## config.mk

```make
export PLATFORM = sky130hd
export DESIGN_NAME = cardinal_exm_latency_ctrl
export DESIGN_NICKNAME = d
export VERILOG_FILES = /design/src/rtl/cardinal_pkg.sv /design/src/rtl/cardinal_lat_counter.sv /design/src/rtl/cardinal_exm_latency_ctrl.sv
export SDC_FILE = /design/constraint.sdc
export NUM_CORES = 1
export LEC_CHECK = 0
export BUFFER_PORTS_ARGS = -buffer_cell sky130_fd_sc_hd__buf_2
export CAP_MARGIN = 5
export CORE_AREA = 2 2 168 170
export DETAILED_ROUTE_END_ITERATION = 6
export DIE_AREA = 0 0 170 172
export GPL_TIMING_DRIVEN = 0
export PLACE_DENSITY = 0.53
export SYNTH_ARGS = -nofsm -noshare
export SYNTH_HDL_FRONTEND = slang
export SYNTH_SLANG_ARGS = --single-unit
```

## constraint.sdc

```tcl
create_clock -name clk -period 4.95 [get_ports clk]
set_input_delay 0.7425 -clock clk [delete_from_list [all_inputs] [get_ports clk]]
set_output_delay 0.7425 -clock clk [all_outputs]
set_load 0.005 [all_outputs]
```

## src/rtl/cardinal_pkg.sv

```systemverilog
// Shared Cardinal core definitions: latency classes, ALU function codes, opcodes
// and the EX_MEM latency controller state encoding.
package cardinal_pkg;

   typedef enum logic [2:0] {
      CLS_SINGLE = 3'd0,
      CLS_A3     = 3'd1,
      CLS_A4     = 3'd2,
      CLS_A5     = 3'd3,
      CLS_MEM    = 3'd4
   } lat_class_e;

   typedef enum logic [3:0] {
      ALU_ADD  = 4'd0,
      ALU_SUB  = 4'd1,
      ALU_AND  = 4'd2,
      ALU_OR   = 4'd3,
      ALU_SLL  = 4'd4,
      ALU_SRL  = 4'd5,
      ALU_SRA  = 4'd6,
      ALU_MUL  = 4'd7,
      ALU_MOD  = 4'd8,
      ALU_SQ   = 4'd9,
      ALU_DIV  = 4'd10,
      ALU_SQRT = 4'd11
   } alu_func_e;

   localparam logic [5:0] OP_RTYPE = 6'b101010;
   localparam logic [5:0] OP_LOAD  = 6'b100000;
   localparam logic [5:0] OP_STORE = 6'b100001;

   typedef enum logic [1:0] {
      ST_IDLE     = 2'd0,
      ST_ALU_BUSY = 2'd1,
      ST_MEM_WAIT = 2'd2
   } exm_state_e;

   function automatic logic is_mem_class(input logic [2:0] cls);
      return cls == CLS_MEM;
   endfunction

endpackage

```

## src/rtl/cardinal_lat_counter.sv

```systemverilog
// Shared EX_MEM cycle counter: synchronous clear beats enable; at_term flags
// a match against the terminal value selected by the owner.
module cardinal_lat_counter #(
   parameter int CNT_W = 4
) (
   input  logic             clk,
   input  logic             reset,
   input  logic             clr,
   input  logic             en,
   input  logic [CNT_W-1:0] term,
   output logic [CNT_W-1:0] cnt,
   output logic             at_term
);

   always_ff @(posedge clk) begin
      if (reset || clr) begin
         cnt <= '0;
      end else if (en) begin
         cnt <= cnt + 1'b1;
      end
   end

   assign at_term = (cnt == term);

endmodule

```

## src/rtl/cardinal_exm_latency_ctrl.sv

```systemverilog
// EX_MEM latency controller: per-class programmable ALU latency, dmem ack
// handshake with timeout, pipeline stall and WB bubble/data select.
module cardinal_exm_latency_ctrl
   import cardinal_pkg::*;
#(
   parameter int DATA_W  = 64,
   parameter int ADDR_W  = 32,
   parameter int LAT_A3  = 3,
   parameter int LAT_A4  = 4,
   parameter int LAT_A5  = 5,
   parameter int CNT_W   = 4,
   parameter int MEM_TMO = 15
) (
   input  logic              clk,
   input  logic              reset,
   input  logic              exm_valid,
   input  logic [2:0]        exm_class,
   input  logic [4:0]        exm_rd,
   input  logic              exm_rf_wr,
   input  logic              exm_mem_wr,
   input  logic [ADDR_W-1:0] exm_addr,
   input  logic [DATA_W-1:0] exm_wdata,
   input  logic [DATA_W-1:0] alu_result,
   output logic              dmem_En,
   output logic              dmem_WrEn,
   output logic [ADDR_W-1:0] dmem_addr,
   output logic [DATA_W-1:0] dmem_data_out,
   input  logic              dmem_ack,
   input  logic [DATA_W-1:0] dmem_data_in,
   output logic              stall_pipeline,
   output logic              wb_valid,
   output logic [DATA_W-1:0] wb_data,
   output logic              mem_tmo_err,
   output logic [31:0]       stall_cycles
);

   exm_state_e        state, state_nx;
   logic [CNT_W-1:0]  eff_lat, lat_m2, cnt, cnt_term;
   logic              at_term, cnt_en, is_mem;
   logic              stall_c, tmo_c, mem_act;
   logic              sh_wr;
   logic [ADDR_W-1:0] sh_addr;
   logic [DATA_W-1:0] sh_data;
   logic              tmo_err_q;
   logic [31:0]       stall_cnt_q;

   localparam logic [CNT_W-1:0] TMO_M1 = CNT_W'(MEM_TMO - 1);

   assign is_mem = exm_valid && is_mem_class(exm_class);

   // r0 destinations and unknown classes complete in a single EX cycle.
   always_comb begin
      eff_lat = CNT_W'(1);
      if (exm_valid && exm_rd != 5'd0) begin
         case (exm_class)
            CLS_A3:  eff_lat = CNT_W'(LAT_A3);
            CLS_A4:  eff_lat = CNT_W'(LAT_A4);
            CLS_A5:  eff_lat = CNT_W'(LAT_A5);
            default: eff_lat = CNT_W'(1);
         endcase
      end
   end

   assign lat_m2   = (eff_lat > CNT_W'(2)) ? eff_lat - CNT_W'(2) : '0;
   assign cnt_term = (state == ST_ALU_BUSY) ? lat_m2 : TMO_M1;

   cardinal_lat_counter #(.CNT_W(CNT_W)) u_cnt (
      .clk     (clk),
      .reset   (reset),
      .clr     (!stall_c),
      .en      (cnt_en),
      .term    (cnt_term),
      .cnt     (cnt),
      .at_term (at_term)
   );

   always_ff @(posedge clk) begin
      if (reset) begin
         state <= ST_IDLE;
      end else begin
         state <= state_nx;
      end
   end

   always_comb begin
      state_nx      = state;
      stall_c       = 1'b0;
      cnt_en        = 1'b0;
      tmo_c         = 1'b0;
      mem_act       = 1'b0;
      dmem_En       = 1'b0;
      dmem_WrEn     = 1'b0;
      dmem_addr     = '0;
      dmem_data_out = '0;
      case (state)
         ST_IDLE: begin
            if (is_mem) begin
               mem_act       = 1'b1;
               dmem_En       = 1'b1;
               dmem_WrEn     = exm_mem_wr;
               dmem_addr     = exm_addr;
               dmem_data_out = exm_wdata;
               if (!dmem_ack) begin
                  if (at_term) begin
                     tmo_c = 1'b1;
                  end else begin
                     stall_c  = 1'b1;
                     cnt_en   = 1'b1;
                     state_nx = ST_MEM_WAIT;
                  end
               end
            end else if (eff_lat > CNT_W'(1)) begin
               stall_c  = 1'b1;
               state_nx = ST_ALU_BUSY;
            end
         end
         ST_ALU_BUSY: begin
            if (at_term) begin
               state_nx = ST_IDLE;
            end else begin
               stall_c = 1'b1;
               cnt_en  = 1'b1;
            end
         end
         ST_MEM_WAIT: begin
            mem_act       = 1'b1;
            dmem_En       = 1'b1;
            dmem_WrEn     = sh_wr;
            dmem_addr     = sh_addr;
            dmem_data_out = sh_data;
            if (dmem_ack) begin
               state_nx = ST_IDLE;
            end else if (at_term) begin
               tmo_c    = 1'b1;
               state_nx = ST_IDLE;
            end else begin
               stall_c = 1'b1;
               cnt_en  = 1'b1;
            end
         end
         default: state_nx = ST_IDLE;
      endcase
      // Reset wins combinationally so an in-flight access is dropped at once.
      if (reset) begin
         state_nx      = ST_IDLE;
         stall_c       = 1'b0;
         cnt_en        = 1'b0;
         tmo_c         = 1'b0;
         mem_act       = 1'b0;
         dmem_En       = 1'b0;
         dmem_WrEn     = 1'b0;
         dmem_addr     = '0;
         dmem_data_out = '0;
      end
   end

   always_ff @(posedge clk) begin
      if (reset) begin
         sh_wr   <= 1'b0;
         sh_addr <= '0;
         sh_data <= '0;
      end else if (state == ST_IDLE && state_nx == ST_MEM_WAIT) begin
         sh_wr   <= exm_mem_wr;
         sh_addr <= exm_addr;
         sh_data <= exm_wdata;
      end
   end

   always_ff @(posedge clk) begin
      if (reset) begin
         tmo_err_q   <= 1'b0;
         stall_cnt_q <= '0;
      end else begin
         if (tmo_c) begin
            tmo_err_q <= 1'b1;
         end
         if (stall_c && stall_cnt_q != 32'hFFFF_FFFF) begin
            stall_cnt_q <= stall_cnt_q + 32'd1;
         end
      end
   end

   assign stall_pipeline = stall_c;
   assign wb_valid       = !reset && exm_valid && exm_rf_wr && !stall_c;
   assign mem_tmo_err    = reset ? 1'b0 : tmo_err_q;
   assign stall_cycles   = reset ? 32'd0 : stall_cnt_q;

   always_comb begin
      wb_data = alu_result;
      if (reset) begin
         wb_data = '0;
      end else if (mem_act && !dmem_WrEn && dmem_ack) begin
         wb_data = dmem_data_in;
      end else if (mem_act && !dmem_WrEn && tmo_c) begin
         wb_data = '0;
      end
   end

endmodule
```

==> run metrics <==
status finished clean; cts bufs inserted 17; Layout Utilization 0.3994; vias per cell 4.975; Die Wd 170 um; Worst setup EP type output port; P_leak 4.946 nW; relative slew slack 0.4804; Worst Max-Slew Pin Slew a little under 0.8 ns; Hold Path Depth 2; CTS tree yes; synth cell count leaders 202 x nor2_1, 161 x a22oi_1, 136 x dfxtp_1; Design Power 2.688 mW; initial antenna violation count 3; sequential area share after synthesis 0.3483; Residual DRC 0; ys async rst share 0; placed cell areas 0.01042 mm2; number of global-route vias before repair 8118; layout cells sized above 1 0.3307; pwr/cell area 244.9 mW/mm2; post-synth cell types between 40 and 50; first-pass GRT wire length 46240 um; Worst Skew 0.01127 ns; core area 0.02748 mm2; post-synth top area share 0.3483; Synthesis Warnings 0; min Tclk post-route between 4 and 5 ns; WP data arrival 3.60 ns; worst hold path type reg -> reg; cell count after placement 1854; RePlAce Congestion 0.8668; row cnt between 60 and 70; Routed Antenna Nets 0; drt pass-1 iters 5; cell with the most instances after synthesis nor2_1; WL per Instance 17.10 um; reg2reg path depth 10; Combinational Power Share 0.131; maxcap violations 0; final period utilization 0.8773; final hold vios 0; PortBufs 433; max-slew violation count 0; fmax 230.3 MHz; Non-Filler Instances 1887; latest clock arrival within the worst-skew pair roughly 0.43 ns; sequential power share 0.417; peak supply drop 0.1586 mV; critical path fanouts, max 10; switching share of total power 0.2685; First DRT Iteration DRCs about 810; Power Internal 1.966 mW; fin worst setup slack 0.6073 ns; cts hold-fix bufs 0; Net Sw Power 0.7217 mW; # IOs 435; cell chosen for the clock root clkbuf_16; Tot GR Track Use 0.2035; Starting Density 0.2845; total die area roughly 0.029 mm2; pin count of the biggest net entering global routing 17; Syn Area/Cell 7.271 um2; main flop type after synthesis dfxtp_1; Post-synth EDFFs 0; Clock power frac 0.452; Critical Path RT 4.21 ns; CTS Sinks 136; area leader, netlist dfxtp_1; Via Count ~9400; Setup CP Type in -> out; Layout area overhead 40.40%; CP Launch Type primary input; Reg clk slew, reported paths 0.06 ns; Clock Path Buffers 2; Design Area, Final 0.01097 mm2; Fin Setup TNS 0 ns; Vert. Die Dim 172 um; Cells after Synth 1075; Final setup viols 0; worst hold slack between 0.4 and 0.5 ns; grt ovf 0; unrepaired setup endpoints after global routing false; cell area after synthesis 0.007816 mm2; dpl ws between 0.15 and 0.2 ns; post-synthesis register bit count about 140; Syn Nets 1315; nets roughly 1800; routed wire length 32270 um; hpwl dp 24990 um; top cells by area, synth dfxtp_1 35%, a22oi_1 15%, nor2_1 9.7%, nand2b_1 7.9%, nand2_1 5.8%; H-tree depth 4
==> flip-flops by register name (all words and copies together), names as in the netlist <==
register,count
sh_data,64
sh_addr,32
stall_cnt_q,32
u_cnt.cnt,4
state,2
sh_wr,1
tmo_err_q,1
==> final timing paths <==
| kind | start | endpoint | slack [ns] |
|---|---|---|---|
| min reg2reg | sh_data[49] | sh_data[49] | 0.47 |
| max | exm_class[0] | wb_data[36] | 0.61 |
| max reg2reg | state[0] | stall_cnt_q[17] | 2.38 |
| min | sh_data[49] | sh_data[49] | 0.47 |
==> kinds of logic after synthesis <==
family,count (synthesis),share of synthesized area
simple gates,515,0.3091
flops,136,0.3483
mux,13,0.01873
fa+ha+maj,2,0.003201
compound gates,284,0.2396
buf+inv,108,0.06195
xor+xnor,17,0.01905
==> cell usage in the layout, fill, tap and decap left out, types with 17 or more instances in the layout <==
master,instances
o21ai_1,60
nor2_1,202
a22oi_1,161
nand2_1,120
o21ai_0,43
nand2b_1,99
buf_2,446
nor2b_1,25
dfxtp_1,136
clkbuf_1,62
clkbuf_16,17
==> metal layers <==
| metal | wire (um) | GRT usage | vias to the layer above |
|---|---|---|---|
| met1 | 15380 | 0.3053 | 4412 |
| met2 | 14400 | 0.2974 | 345 |
| met3 | 2221 | 0.04532 | 19 |
| li1 | - | - | 4609 |
| met4 | 255 | 0.03865 | 2 |
| met5 | 11 | 0 | - |
==> cell type report <==
cell class,instances,area (um2)
Antenna cell,2,5.005
Buffer,95,435.4
Clock buffer,20,446.7
Clock inverter,11,101.3
Fill cell,2996,16500
Inverter,13,48.80
Multi-Input combinational cell,831,4614
Sequential cell,136,2723
Tap cell,346,432.9
Timing Repair Buffer,433,2167
==> critical path, stage by stage <==
cell	delay [ns]
buf_2	0.12
nor2_2	0.15
nand3_1	0.10
nor3_2	0.51
a22oi_1	0.30
and2_1	0.24
o21ai_1	0.41
clkbuf_1	0.49
a22oi_1	0.25
nor2_1	0.15
buf_2	0.13
==> power by group through the flow <==
stage                     sequential, mW  clock, mW  combinational (mW)
after floorplan                     1.14          0               0.149
after global placement              1.14          0               0.351
after detailed placement            1.14          0               0.350
after CTS                           1.12       1.24               0.352
after global routing                1.12       1.29               0.387
final                               1.12       1.21               0.353
==> repair_timing <==
action	CTS	global route
endpoints found under the setup margin	0	10
resized for setup	0	1
buffers inserted	0	0
hold endpoints to repair	0	0
(Power assumes the default switching activity.)
